--- src/rtl/prm_scan_pkg.sv ---
// rtl/prm_scan_pkg.sv - shared defaults and types for the PRM edge scanner
package prm_scan_pkg;
    localparam int QW_DEF     = 15;
    localparam int WORD_W_DEF = 32;

    typedef enum logic [1:0] {IDLE, ISSUE, DRAIN, FLUSH} scan_state_t;
    typedef logic [14:0] query_t;
endpackage

--- src/rtl/prm_scan_pack.sv ---
// rtl/prm_scan_pack.sv - result accumulator, output word register and valid/ready handshake
module prm_scan_pack
    import prm_scan_pkg::*;
#(
    parameter int WORD_W = WORD_W_DEF
) (
    input  logic                          CLK,
    input  logic                          RST_n,
    input  logic                          bit_vld,
    input  logic                          bit_val,
    input  logic                          last_bit,
    input  logic                          out_ready,
    output logic [WORD_W-1:0]             out_data,
    output logic                          out_valid,
    output logic                          out_last,
    output logic [$clog2(WORD_W+1)-1:0]   out_nbits,
    output logic [$clog2(WORD_W+1)-1:0]   acc_cnt,
    output logic                          last_xfer
);
    localparam int NB_W = $clog2(WORD_W + 1);

    logic [WORD_W-1:0] r_acc;
    logic [NB_W-1:0]   r_cnt;
    logic              r_pend;
    logic              r_pend_last;
    logic [WORD_W-1:0] r_out_data;
    logic [NB_W-1:0]   r_out_nbits;
    logic              r_out_valid;
    logic              r_out_last;

    logic              w_out_free;
    logic [WORD_W-1:0] w_base_acc;
    logic [NB_W-1:0]   w_base_cnt;
    logic [WORD_W-1:0] w_mrg_acc;
    logic [NB_W-1:0]   w_mrg_cnt;
    logic              w_mrg_done;

    assign w_out_free = !r_out_valid || out_ready;

    // A pending complete word leaves this cycle only when the output register frees up,
    // so the incoming bit starts a fresh accumulator in that case.
    always_comb begin
        w_base_acc = r_pend ? '0 : r_acc;
        w_base_cnt = r_pend ? '0 : r_cnt;
        w_mrg_acc  = w_base_acc;
        w_mrg_cnt  = w_base_cnt;
        if (bit_vld) begin
            w_mrg_acc = w_base_acc | (WORD_W'(bit_val) << w_base_cnt);
            w_mrg_cnt = w_base_cnt + 1'b1;
        end
        w_mrg_done = bit_vld && ((w_mrg_cnt == NB_W'(WORD_W)) || last_bit);
    end

    always_ff @(posedge CLK or negedge RST_n) begin
        if (!RST_n) begin
            r_acc       <= '0;
            r_cnt       <= '0;
            r_pend      <= 1'b0;
            r_pend_last <= 1'b0;
            r_out_data  <= '0;
            r_out_nbits <= '0;
            r_out_valid <= 1'b0;
            r_out_last  <= 1'b0;
        end else if (r_pend && w_out_free) begin
            r_out_data  <= r_acc;
            r_out_nbits <= r_cnt;
            r_out_last  <= r_pend_last;
            r_out_valid <= 1'b1;
            r_acc       <= w_mrg_acc;
            r_cnt       <= w_mrg_cnt;
            r_pend      <= w_mrg_done;
            r_pend_last <= bit_vld && last_bit;
        end else if (!r_pend && w_mrg_done && w_out_free) begin
            r_out_data  <= w_mrg_acc;
            r_out_nbits <= w_mrg_cnt;
            r_out_last  <= last_bit;
            r_out_valid <= 1'b1;
            r_acc       <= '0;
            r_cnt       <= '0;
            r_pend      <= 1'b0;
            r_pend_last <= 1'b0;
        end else begin
            if (out_ready)
                r_out_valid <= 1'b0;
            if (!r_pend) begin
                r_acc       <= w_mrg_acc;
                r_cnt       <= w_mrg_cnt;
                r_pend      <= w_mrg_done;
                r_pend_last <= bit_vld && last_bit;
            end
        end
    end

    assign out_data  = r_out_data;
    assign out_nbits = r_out_nbits;
    assign out_valid = r_out_valid;
    assign out_last  = r_out_last;
    assign acc_cnt   = r_cnt;
    assign last_xfer = r_out_valid && out_ready && r_out_last;
endmodule

--- src/rtl/prm_edge_scan.sv ---
// rtl/prm_edge_scan.sv - sweeps query codes into a PRM checker and streams packed results; PRM_EDGE_SCAN_HITCNT_EN adds hit statistics
module prm_edge_scan
    import prm_scan_pkg::*;
#(
    parameter int QW      = QW_DEF,
    parameter int WORD_W  = WORD_W_DEF,
    parameter int CHK_LAT = 1
) (
    input  logic                          CLK,
    input  logic                          RST_n,
    input  logic                          start,
    input  logic [QW-1:0]                 start_idx,
    input  logic [QW-1:0]                 end_idx,
    output logic                          busy,
    output logic                          done,
    output logic [QW-1:0]                 chk_query,
    input  logic                          chk_mask,
    output logic [WORD_W-1:0]             out_data,
    output logic                          out_valid,
    input  logic                          out_ready,
    output logic                          out_last,
    output logic [$clog2(WORD_W+1)-1:0]   out_nbits
`ifdef PRM_EDGE_SCAN_HITCNT_EN
    ,
    output logic [QW:0]                   hit_cnt,
    output logic [QW-1:0]                 first_hit,
    output logic                          first_hit_vld
`endif
);
    localparam int NB_W = $clog2(WORD_W + 1);
    localparam int CW   = $clog2(WORD_W + CHK_LAT + 2);

    scan_state_t       r_state;
    logic [QW:0]       r_cur;
    logic [QW-1:0]     r_hi;
    logic [QW-1:0]     r_query;
    logic              r_busy;
    logic              r_done;
    logic [CHK_LAT:0]  r_dly_vld;
    logic [CHK_LAT:0]  r_dly_last;

    logic              w_swap;
    logic [QW-1:0]     w_lo;
    logic [QW-1:0]     w_hi;
    logic [NB_W-1:0]   w_acc_cnt;
    logic [CW-1:0]     w_sum;
    logic              w_stall;
    logic              w_issue;
    logic              w_last_xfer;
    logic              w_bit_vld;

    assign w_swap    = end_idx < start_idx;
    assign w_lo      = w_swap ? end_idx : start_idx;
    assign w_hi      = w_swap ? start_idx : end_idx;
    assign w_bit_vld = r_dly_vld[CHK_LAT];

    // Stage 0 is valid while its query sits on chk_query; the result is sampled at stage CHK_LAT.
    always_comb begin
        w_sum = CW'(w_acc_cnt);
        for (int i = 0; i <= CHK_LAT; i++)
            w_sum = w_sum + CW'(r_dly_vld[i]);
    end

    assign w_stall = out_valid && !out_ready && (w_sum >= CW'(WORD_W));
    assign w_issue = (r_state == ISSUE) && !w_stall;

    always_ff @(posedge CLK or negedge RST_n) begin
        if (!RST_n) begin
            r_state    <= IDLE;
            r_cur      <= '0;
            r_hi       <= '0;
            r_query    <= '0;
            r_busy     <= 1'b0;
            r_done     <= 1'b0;
            r_dly_vld  <= '0;
            r_dly_last <= '0;
        end else begin
            r_done        <= 1'b0;
            r_dly_vld[0]  <= w_issue;
            r_dly_last[0] <= w_issue && (r_cur == {1'b0, r_hi});
            for (int i = 1; i <= CHK_LAT; i++) begin
                r_dly_vld[i]  <= r_dly_vld[i-1];
                r_dly_last[i] <= r_dly_last[i-1];
            end
            case (r_state)
                IDLE: begin
                    if (start) begin
                        r_cur   <= {1'b0, w_lo};
                        r_hi    <= w_hi;
                        r_busy  <= 1'b1;
                        r_state <= ISSUE;
                    end
                end
                ISSUE: begin
                    if (w_issue) begin
                        r_query <= r_cur[QW-1:0];
                        r_cur   <= r_cur + 1'b1;
                        if (r_cur == {1'b0, r_hi})
                            r_state <= DRAIN;
                    end
                end
                DRAIN, FLUSH: begin
                    if (w_last_xfer) begin
                        r_done  <= 1'b1;
                        r_busy  <= 1'b0;
                        r_state <= IDLE;
                    end else if (r_state == DRAIN && r_dly_vld == '0) begin
                        r_state <= FLUSH;
                    end
                end
                default: r_state <= IDLE;
            endcase
        end
    end

    prm_scan_pack #(
        .WORD_W (WORD_W)
    ) u_pack (
        .CLK       (CLK),
        .RST_n     (RST_n),
        .bit_vld   (w_bit_vld),
        .bit_val   (chk_mask),
        .last_bit  (r_dly_last[CHK_LAT]),
        .out_ready (out_ready),
        .out_data  (out_data),
        .out_valid (out_valid),
        .out_last  (out_last),
        .out_nbits (out_nbits),
        .acc_cnt   (w_acc_cnt),
        .last_xfer (w_last_xfer)
    );

`ifdef PRM_EDGE_SCAN_HITCNT_EN
    logic [QW:0]   r_hit_cnt;
    logic [QW-1:0] r_first_hit;
    logic          r_first_vld;
    logic [QW-1:0] r_smp_idx;

    // Results arrive in ascending query order, so the first hit is the lowest code.
    always_ff @(posedge CLK or negedge RST_n) begin
        if (!RST_n) begin
            r_hit_cnt   <= '0;
            r_first_hit <= '0;
            r_first_vld <= 1'b0;
            r_smp_idx   <= '0;
        end else if (r_state == IDLE && start) begin
            r_hit_cnt   <= '0;
            r_first_vld <= 1'b0;
            r_smp_idx   <= w_lo;
        end else if (w_bit_vld) begin
            r_smp_idx <= r_smp_idx + 1'b1;
            if (chk_mask) begin
                r_hit_cnt <= r_hit_cnt + 1'b1;
                if (!r_first_vld) begin
                    r_first_vld <= 1'b1;
                    r_first_hit <= r_smp_idx;
                end
            end
        end
    end

    assign hit_cnt       = r_hit_cnt;
    assign first_hit     = r_first_hit;
    assign first_hit_vld = r_first_vld;
`endif

    assign busy      = r_busy;
    assign done      = r_done;
    assign chk_query = r_query;
endmodule

--- config.mk ---
export PLATFORM = sky130hd
export DESIGN_NAME = prm_edge_scan
export DESIGN_NICKNAME = d
export VERILOG_FILES = /design/src/rtl/prm_scan_pkg.sv /design/src/rtl/prm_scan_pack.sv /design/src/rtl/prm_edge_scan.sv
export SDC_FILE = /design/constraint.sdc
export NUM_CORES = 1
export LEC_CHECK = 0
export CELL_PAD_IN_SITES_DETAIL_PLACEMENT = 1
export CELL_PAD_IN_SITES_GLOBAL_PLACEMENT = 2
export CORE_UTILIZATION = 32
export CTS_CLUSTER_SIZE = 12
export DETAILED_ROUTE_END_ITERATION = 16
export GPL_ROUTABILITY_DRIVEN = 0
export GPL_TIMING_DRIVEN = 0
export MAX_ROUTING_LAYER = met4
export PLACE_DENSITY_LB_ADDON = 0.2
export RECOVER_POWER = 25
export SYNTH_ARGS = -nofsm -noshare
export SYNTH_HDL_FRONTEND = slang
export SYNTH_SLANG_ARGS = --single-unit
--- constraint.sdc ---
create_clock -name CLK -period 7.97 [get_ports CLK]
set_input_delay 1.594 -clock CLK [delete_from_list [all_inputs] [get_ports CLK]]
set_output_delay 1.594 -clock CLK [all_outputs]
set_load 0.05 [all_outputs]
==> results.md, run 1 <==
- Outcome: finished, violations left
- Failing checks: max-capacitance violations, max-slew violations
- DP Area: 8852 um^2
- Vias per inst: 5.492
- Slew HR: -115.2%
- Die Width: 155.3 um
- Cts repair resizes: 0
- Pwr dens: 361.7 nW/um^2
- Seq pwr share: 32.9%
- Vias: 7,008
- Port Buffer Count: 91
- Async S/R FF share, synth: 100.0%
- First-pass GRT wire length: 42.81 mm
- Buf/Inv on CP: 1
- Setup tns final: 0 ps
- Peak supply drop: 0.2045 mV
- Synthesis warning total: 0
- Gate Count Post-Synth: 840
- Antenna diode count: 0
- Post-synth top area share: 44.58%
- Vias in the first global route: 7,269
- Switching power: 1.493 mW
- EDFF count, synth: 0
- Crit-path slowest cell: clkbuf_1
- Worst-Skew Late Latency: 430 ps
- Worst Path Arrival: 3900 ps
- Slew Limit Fails: 52
- Share of cells above drive strength 1: 7.165%
- GRT Total Usage: 24.06%
- Crit path max-delay family: buffers and inverters
- HP Class: flop to flop
- H-tree Lvls: 4
- Antenna-violating nets left: 0
- CP Class: input pin to async pin
- Clock buffer depth: 2
- Syn avg cell area: 8.954 um^2
- Final WL: 26.63 mm
- Iter 0 DRT Violations: 447
- # Post-CTS Setup Buffers: 0
- Average wire per standard cell: 20.87 um
- Max Fanout on Critical Path: 52
- Cell Int Power: 1.912 mW
- Num rows: 55
- Worst setup SP type: input pin
- WP data required: 7780 ps
- IO Count: 92
- Fillers: 2,699
- Core area: 22,850 um^2
- Tmin final: 4092 ps
- Post-Route Skew: 13.27 ps
- Slew @ Worst Pin: 3229 ps
- Flop2flop setup slack: 4360 ps
- Ranking of synthesized cells by area: dfrtp_1 (45%), nand2_1 (6.5%), o21ai_0 (5.9%)
- CTS tree: done
- Total CTS buffers: 17
- CTS Root Buffer Type: clkbuf_16
- Clock sinks: 134
- DP HPWL: 18.90 mm
- Mapped Area: 7521 um^2
- CP Capture Type: async pin
- Die ar.: 24,120 um^2
- DR pass1 iterations: 4
- Leakage power figure: 4.063 nW
- CTS Hold Bufs: 0
- Syn_nets: 892
- Drt drc: 0
- RSZ-0062 raised after global routing: false
- Top_reg_cell synth: dfrtp_1
- Largest area contributor in the netlist: dfrtp_1
- Die H: 155.3 um
- Max incr delay on CP: 2220 ps
- Pin count of the biggest net entering global routing: 84
- Final Cycle Share: 51.34%
- Area delta synth->final: 25.15%
- Design area: 9413 um^2
- Synth cell types: 67
- Utilization after layout: 41.20%
- Max Cap Viol: 1
- Setup violators final: 0
- Final Hold Vio Count: 0
- Final nets: 1,003
- Register area share after synthesis: 44.58%
- Worst path cell trace: clkbuf_1
- Multi-input gate area: 3756 um^2
- Sw Ratio: 43.86%
- Initial antenna violation count: 0
- Initial Util: 32.92%
- Register Area: 3353 um^2
- Combinational power share: 44.0%
- Clock share of power: 23.0%
- Post-synthesis register bit count: 134
- Remaining global-route overflow: 0
- Fmax: 244.4 MHz
- Reg clk slew, reported paths: 60 ps
Yosys cell counts, types with 3 or more instances:
master / instances
o22ai_1: 13
a22o_1: 4
a211oi_2: 4
o21a_1: 3
inv_1: 34
buf_1: 4
xor2_1: 17
nand3_1: 24
a22oi_2: 3
nor3_1: 12
nand2b_1: 4
nand2_1: 130
buf_2: 11
dfrtp_1: 134
a21oi_1: 40
or2_2: 3
o21ai_1: 17
nand4_1: 7
and3_1: 16
o21ai_0: 89
mux2_2: 3
xnor2_1: 3
nor4_1: 8
a31oi_1: 14
mux2i_1: 29
buf_4: 4
o211ai_1: 9
a22oi_1: 46
a311oi_1: 5
clkbuf_1: 30
and2_1: 4
buf_6: 6
o2bb2ai_1: 3
nor2_1: 46
nor2b_1: 5
ha_1: 16
kinds of logic after synthesis:
family,synth area share [%]
flip-flops,44.58
buffers and inverters,5.473
adder cells (fa/ha/maj),2.928
AO/OA/AOI/OAI,23.57
AND/OR/NAND/NOR,16.80
XOR/XNOR,2.329
multiplexers,4.309
path summary, 6_finish.rpt:
check	start	end	cells past startpoint
max reg2reg	u_pack.r_pend	u_pack.acc_cnt[5]	13
min reg2reg	r_dly_last[0]	r_dly_last[1]	0
max	RST_n	u_pack.out_data[16]	1
max in group CLK	start_idx[2]	r_cur[2]	10
min in group asynchronous	RST_n	chk_query[14]	1
min	r_dly_last[0]	r_dly_last[1]	0
layer usage:
metal  routed length (um)  vias up  track usage [%]
met2                12170      145            37.00
met1                13110     3576            32.89
met4                  210        0            4.715
li1                     -     3268                -
met5                    0        -                -
met3                 1140       19            4.819
flip-flops by register name, summed over array words and instances, names as in the netlist:
name,count
u_pack.r_pend_last,1
r_hi,15
u_pack.r_pend,1
chk_query,15
r_state,2
u_pack.r_acc,32
busy,1
r_cur,16
u_pack.out_data,32
done,1
r_dly_vld,2
u_pack.acc_cnt,6
u_pack.out_last,1
r_dly_last,2
u_pack.out_nbits,6
u_pack.out_valid,1
metrics by stage:
step | total power, mW | instances | setup slack (ps) | hold slack (ps)
6_report | 3.405 | 1276 | 3878 | 352.2
4_1_cts | 3.419 | 1276 | 3828 | 353.7
5_1_grt | 3.616 | 1276 | 3284 | 366.2
3_5_place_dp | 2.617 | 1245 | 3393 | 335.8
3_3_place_gp | 2.593 | 1244 | -736.3 | 333.4
2_1_floorplan | 2.085 | 840 | 4586 | 331.2
cell type report:
class                   instances  share of cell area, %
inverters                      35                  1.396
repair buffers                 92                  9.903
clock buffers                  23                  4.971
flip-flops and latches        134                  35.62
clock inverters                 8                  1.063
multi-input cells             616                  39.90
well taps                     313                  4.161
plain buffers                  55                  2.978
placed cells by master, fill, tap and decap left out, drive strengths merged, types with 3 or more instances in the layout:
cell type,instances
dfrtp,134
nand2,131
o21ai,106
clkdlybuf4s50,90
clkbuf,54
a22oi,49
nor2,46
a21oi,40
inv,35
mux2i,29
buf,26
nand3,24
xor2,17
and3,16
ha,16
a31oi,15
o22ai,13
nor3,12
o211ai,9
nor4,8
nand4,7
a211oi,6
nor2b,5
a311oi,5
clkinv,5
nand2b,4
and2,4
a22o,4
xnor2,3
or2,3
o21a,3
mux2,3
o2bb2ai,3
power by group through the flow:
stage,combinational [mW],sequential (mW),clock [mW]
6_report,1.50,1.12,0.785
5_1_grt,1.63,1.16,0.830
4_1_cts,1.50,1.12,0.800
3_5_place_dp,1.49,1.13,0
3_3_place_gp,1.47,1.13,0
2_1_floorplan,0.711,1.37,0
Power figures use the tool's default switching activity.
==> inputs of run 2 (changes only) <==
==> constraint.sdc (replaced) <==
create_clock -name CLK -period 4 [get_ports CLK]
set_input_delay 0.8 -clock CLK [delete_from_list [all_inputs] [get_ports CLK]]
set_output_delay 0.8 -clock CLK [all_outputs]
set_load 0.05 [all_outputs]
==> run 2 against run 1 <==
The run still ends with max-capacitance violations, max-slew violations left. Highest routed layer unchanged. Core utilization hardly changed. Routed wire length is 0.11% higher. Largest cell class unchanged. Largest power group unchanged. Die area stayed put. Global-route usage hardly changed. First-iteration DRC count is 9.6% higher. Combinational power is 99% higher.
==> results.md, run 2 (synthesis gave the netlist of run 1 again) <==
- # Post-CTS Setup Buffers: 0 (unchanged)
- Max Cap Viol: 1 (unchanged)
- Vias: 7,034 (was 7,008)
- Reg clk slew, reported paths: 60 ps (about the same)
- Leakage power figure: 4.059 nW (was 4.063 nW)
- Vias per inst: 5.513 (was 5.492)
- Most frequent cells in the layout: dfrtp_1 (134), nand2_1 (130), clkdlybuf4s50_1 (90) (unchanged)
- Slew Limit Fails: 53 (was 52)
- Die H: 155.3 um (unchanged)
- Final WL: 26.66 mm (was 26.63 mm)
- Iter 0 DRT Violations: 490 (was 447)
- Outcome: finished, violations left (unchanged)
- Pwr dens: 721.0 nW/um^2 (was 361.7 nW/um^2)
- Pin count of the biggest net entering global routing: 84 (unchanged)
- CP Capture Type: flop (was async pin)
- First-pass GRT wire length: 42.83 mm (was 42.81 mm)
- Worst-Skew Late Latency: 430 ps (about the same)
- Total CTS buffers: 17 (unchanged)
- Post-Route Skew: 11.68 ps (was 13.27 ps)
- Cts repair resizes: 0 (unchanged)
- Fmax: 275.4 MHz
- Die Width: 155.3 um (unchanged)
- Utilization after layout: 41.16% (was 41.20%)
- GRT Total Usage: 24.07% (was 24.06%)
- CTS tree: done (unchanged)
- Remaining global-route overflow: 0 (unchanged)
- DR pass1 iterations: 5 (was 4)
- H-tree Lvls: 4 (unchanged)
- Area delta synth->final: 25.02% (was 25.15%)
- HP Class: flop to flop (unchanged)
- Antenna diode count: 0 (unchanged)
- CP Class: flop to flop (was input pin to async pin)
- Fillers: 2,698 (was 2,699)
- Final nets: 1,003 (unchanged)
- Vias in the first global route: 7,272 (was 7,269)
- Average wire per standard cell: 20.89 um (was 20.87 um)
- Register Area: 3353 um^2 (unchanged)
- Peak supply drop: 0.4073 mV (was 0.2045 mV)
- Slew @ Worst Pin: 2697 ps (was 3229 ps)
- Cells on worst reg2reg path: 13 (unchanged)
- Design area: 9403 um^2 (was 9413 um^2)
- R2r endpoint: u_pack.acc_cnt[5] (unchanged)
- CTS Root Buffer Type: clkbuf_16 (unchanged)
- Tmin final: 3631 ps
- Worst setup SP type: flop (was input pin)
- Initial Util: 32.92% (unchanged)
- Slew HR: -79.83% (was -115.2%)
- Final Cycle Share: 90.77%
- Port Buffer Count: 91 (unchanged)
- WP data required: 4330 ps (was 7780 ps)
- Failing checks: max-capacitance violations, max-slew violations (unchanged)
- Multi-input gate area: 3756 um^2 (unchanged)
- Leading cell type in the layout, fill and taps excluded: dfrtp_1 (unchanged)
- Antenna-violating nets left: 0 (unchanged)
- Setup violators final: 0 (unchanged)
- Core area: 22,850 um^2 (unchanged)
- Share of cells above drive strength 1: 7.165% (unchanged)
- RSZ-0062 raised after global routing: false (unchanged)
- CP endpoint: u_pack.acc_cnt[5] (was u_pack.out_data[16])
- Worst Path Arrival: 3960 ps (was 3900 ps)
- Max Fanout on Critical Path: 10 (was 52)
- Flop2flop setup slack: 370 ps (was 4360 ps)
- Die ar.: 24,120 um^2 (unchanged)
- DP HPWL: 18.90 mm (unchanged)
- Worst r2r src: u_pack.r_pend (unchanged)
- Clock buffer depth: 2 (unchanged)
- IO Count: 92 (unchanged)
- Initial antenna violation count: 0 (unchanged)
- Final Hold Vio Count: 0 (unchanged)
- Clock sinks: 134 (unchanged)
- CTS Hold Bufs: 0 (unchanged)
- Start point of the critical path: u_pack.r_pend (was RST_n)
- Num rows: 55 (unchanged)
- DP Area: 8852 um^2 (unchanged)
- Drt drc: 0 (unchanged)
==> run 2: cell types whose count changed in the layout (fill, tap and decap cells not counted), sizes merged <==
cell / previous run / this run
clkbuf: 54 / 53
clkdlybuf4s25: 0 / 1
==> run 2: area by class of cell <==
class                           instances  area share (%)
Timing Repair Buffer                   92           9.807
Multi-Input combinational cell        616           39.95
Sequential cell                       134           35.66
Clock buffer                           23           4.977
Buffer                                 55           2.981
Clock inverter                          8           1.065
Inverter                               35           1.397
Tap cell                              313           4.165
==> run 2: power by group <==
group	switching [mW]	internal, mW
registers	0.411	1.82
logic	1.94	1.04
clock network	0.618	0.946
==> run 2: critical path: stages (launching register included) <==
cell and delay [ps]:
dfrtp_1 430, inv_1 90, clkbuf_1 470, nand2_1 190, inv_1 200, ha_1 300, nand4_1 330, xor2_1 260
o211a_1 170, buf_6 140, a31oi_4 490, buf_6 250, nand3_1 100, o31ai_2 90
==> run 2: metal layers <==
layer | global-route usage [%] | wire length [um] | up-vias
met5 | - | 0 | -
met4 | 4.622 | 155 | 0
met3 | 4.652 | 1113 | 13
met2 | 37.09 | 12250 | 156
met1 | 32.98 | 13140 | 3596
li1 | - | - | 3269
==> run 2: worst min path at each step <==
stage | from | to | slack, ps | depth (start not counted)
after floorplan | r_dly_last[0] | r_dly_last[1] | 330 | 0
after global placement | r_dly_last[0] | r_dly_last[1] | 330 | 0
after detailed placement | r_dly_last[0] | r_dly_last[1] | 340 | 0
after CTS | RST_n | u_pack.r_acc[27] | 350 | 1
after global routing | r_dly_last[0] | r_dly_last[1] | 370 | 0
final | r_dly_last[0] | r_dly_last[1] | 350 | 0
==> run 2: through the flow <==
step	power [mW]	setup TNS, ps	setup WS, ps	hold WS, ps	instances
floorplan	4.154	0	1410	331.2	840
global placement	5.166	-522140	-3912	333.4	1244
detailed placement	5.214	0	217.1	335.8	1245
CTS	6.812	0	445.5	353.5	1276
global route	7.203	0	142.7	366.2	1276
finish	6.779	0	369.3	351.6	1276
==> inputs of run 3 (changes only) <==
--- a/config.mk
+++ b/config.mk
@@ -6,11 +6,10 @@
 export NUM_CORES = 1
 export LEC_CHECK = 0
 export CELL_PAD_IN_SITES_DETAIL_PLACEMENT = 1
-export CELL_PAD_IN_SITES_GLOBAL_PLACEMENT = 2
+export CELL_PAD_IN_SITES_GLOBAL_PLACEMENT = 1
 export CORE_UTILIZATION = 32
 export CTS_CLUSTER_SIZE = 12
 export DETAILED_ROUTE_END_ITERATION = 16
-export GPL_ROUTABILITY_DRIVEN = 0
 export GPL_TIMING_DRIVEN = 0
 export MAX_ROUTING_LAYER = met4
 export PLACE_DENSITY_LB_ADDON = 0.2
==> run 3 against run 2 <==
The run still ends with max-capacitance violations, max-slew violations left. Cell count hardly changed. Via count decreased by 2.0%. Routed wire length is 8.3% lower. Highest routed layer unchanged. Worst setup slack gained 180 ps. Maximum frequency increased by 5.1%. Largest cell class unchanged. Flip-flop and latch count unchanged. Count of clock-buffer cells in the layout fell by 1.
==> results.md, run 3 (synthesis gave the netlist of run 1 again) <==
- DP Cell Count: 1,245 (unchanged)
- Drt drc: 0 (unchanged)
- Failing checks: max-capacitance violations, max-slew violations (unchanged)
- Clock buffer depth: 2 (unchanged)
- Remaining global-route overflow: 0 (unchanged)
- Share of cells above drive strength 1: 7.573% (was 7.165%)
- Antenna-violating nets left: 0 (unchanged)
- Peak supply drop: 0.2570 mV (was 0.4073 mV)
- Final WL: 24.44 mm (was 26.66 mm)
- Gp weighted congestion: 0.8789
- Die H: 155.3 um (unchanged)
- Leakage power figure: 4.075 nW (was 4.059 nW)
- RSZ-0062 raised after global routing: false (unchanged)
- Initial antenna violation count: 0 (unchanged)
- DP Area: 8852 um^2 (unchanged)
- Setup violators final: 0 (unchanged)
- Vias: 6,893 (was 7,034)
- Vias in the first global route: 7,006 (was 7,272)
- Worst Path Arrival: 3790 ps (was 3960 ps)
- Switching power: 2.907 mW (was 2.972 mW)
- Cells on worst reg2reg path: 13 (unchanged)
- Worst setup SP type: flop (unchanged)
- DP HPWL: 17.96 mm (was 18.90 mm)
- # Post-CTS Setup Buffers: 0 (unchanged)
- Antenna diode count: 0 (unchanged)
- Outcome: finished, violations left (unchanged)
- Iter 0 DRT Violations: 494 (was 490)
- IO Count: 92 (unchanged)
- Most frequent cells in the layout: dfrtp_1 (134), nand2_1 (130), clkdlybuf4s50_1 (90) (unchanged)
- Sw Ratio: 43.03% (was 43.84%)
- Flop2flop setup slack: 540 ps (was 370 ps)
- WHS Path Cells: 0 (unchanged)
- Worst r2r src: u_pack.r_pend (unchanged)
- Slew Limit Fails: 43 (was 53)
- Vias per inst: 5.398 (was 5.513)
- Worst Hold Launch: r_dly_last[0] (unchanged)
- Cell Int Power: 3.848 mW (was 3.807 mW)
- First-pass GRT wire length: 39.52 mm (was 42.83 mm)
- Pwr dens: 715.1 nW/um^2 (was 721.0 nW/um^2)
- Final Cycle Share: 86.39% (was 90.77%)
- Pin count of the biggest net entering global routing: 93 (was 84)
- Slew @ Worst Pin: 2510 ps (was 2697 ps)
- Slew HR: -67.35% (was -79.83%)
- HP Class: flop to flop (unchanged)
- Clock share of power: 23.7% (was 23.1%)
- Total CTS buffers: 17 (unchanged)
- Hold Path Sink: r_dly_last[1] (unchanged)
- WP data required: 4330 ps (about the same)
- Design area: 9448 um^2 (was 9403 um^2)
- Average wire per standard cell: 19.14 um (was 20.89 um)
- Fmax: 289.4 MHz (was 275.4 MHz)
- Die ar.: 24,120 um^2 (unchanged)
- Clock sinks: 134 (unchanged)
- Worst-Skew Late Latency: 420 ps (was 430 ps)
- Reg clk slew, reported paths: 60 ps (about the same)
- Initial Util: 32.92% (unchanged)
- Combinational power share: 43.5% (was 44.0%)
- CTS tree: done (unchanged)
- Final nets: 1,003 (unchanged)
- Core area: 22,850 um^2 (unchanged)
- Cts repair resizes: 0 (unchanged)
- Port Buffer Count: 91 (unchanged)
- CTS Hold Bufs: 0 (unchanged)
- Die Width: 155.3 um (unchanged)
- H-tree Lvls: 4 (unchanged)
- R2r endpoint: u_pack.out_data[28] (was u_pack.acc_cnt[5])
- Tmin final: 3456 ps (was 3631 ps)
- Leading cell type in the layout, fill and taps excluded: dfrtp_1 (unchanged)
- Fin cells: 1,277 (was 1,276)
- Seq pwr share: 32.8% (was 33.0%)
- Setup tns final: 0 ps (unchanged)
- Post-Route Skew: 10.92 ps (was 11.68 ps)
- DR pass1 iterations: 5 (unchanged)
- Utilization after layout: 41.35% (was 41.16%)
- CP Class: flop to flop (unchanged)
- CP Capture Type: flop (unchanged)
- Max Fanout on Critical Path: 10 (unchanged)
- Final worst slack: 544.4 ps (was 369.3 ps)
- Setup WS pre-CTS: 391.3 ps (was 217.1 ps)
- GRT Total Usage: 22.04% (was 24.07%)
- Max Cap Viol: 1 (unchanged)
- Num rows: 55 (unchanged)
- Area delta synth->final: 25.62% (was 25.02%)
- CTS Root Buffer Type: clkbuf_16 (unchanged)
- Final Hold Vio Count: 0 (unchanged)
-- run 3: critical path: stages, from the launching register on --
cell	delay, ps
dfrtp_1	440
inv_1	100
clkbuf_1	490
nand2_1	210
inv_1	180
ha_1	270
nand4_1	270
xor2_1	250
o211a_1	190
buf_6	140
a31o_4	230
nand2_1	170
buf_4	280
o21ai_1	140
-- run 3: final cells by class --
cell class	count	area, um^2
multi-input combinational	616	3756
inverter	35	131.4
buffer	55	280.3
fill	2694	13400
tap	313	391.6
clock inverter	10	118.9
sequential	134	3353
clock buffer	22	484.2
timing repair buffer	92	932.1
-- run 3: power groups by stage --
| stage | Sequential (mW) | Clock, mW | Combinational (mW) |
|---|---|---|---|
| 6_report | 2.21 | 1.60 | 2.94 |
| 5_1_grt | 2.27 | 1.69 | 3.19 |
| 4_1_cts | 2.22 | 1.64 | 2.96 |
| 3_5_place_dp | 2.24 | 0 | 2.94 |
| 3_3_place_gp | 2.23 | 0 | 2.89 |
| 2_1_floorplan | 2.74 | 0 | 1.42 |
-- run 3: through the flow --
step	hold slack (ps)	power, mW
floorplan	331.2	4.154
global placement	334.1	5.117
detailed placement	338.5	5.182
CTS	310.0	6.813
global route	372.4	7.153
finish	355.2	6.756
-- run 3: how the worst max path moves through the flow --
stage                  startpoint  cells past startpoint             endpoint  slack [ps]
floorplan            start_idx[4]                      9             r_cur[2]        1410
finish              u_pack.r_pend                     13  u_pack.out_data[28]         540
global placement            RST_n                      1        chk_query[12]       -3540
detailed placement   start_idx[2]                     10             r_cur[2]         390
global route        u_pack.r_pend                     13  u_pack.out_data[26]         240
CTS                 u_pack.r_pend                     13  u_pack.out_data[26]         540
-- run 3: metal layers --
metal / wire [um] / share of wire (%) / track usage, %
met4: 738 / 3.0 / 8.543
met3: 713 / 2.9 / 2.618
met2: 12150 / 50 / 37.24
met5: 0 / 0 / -
met1: 10840 / 44 / 26.94
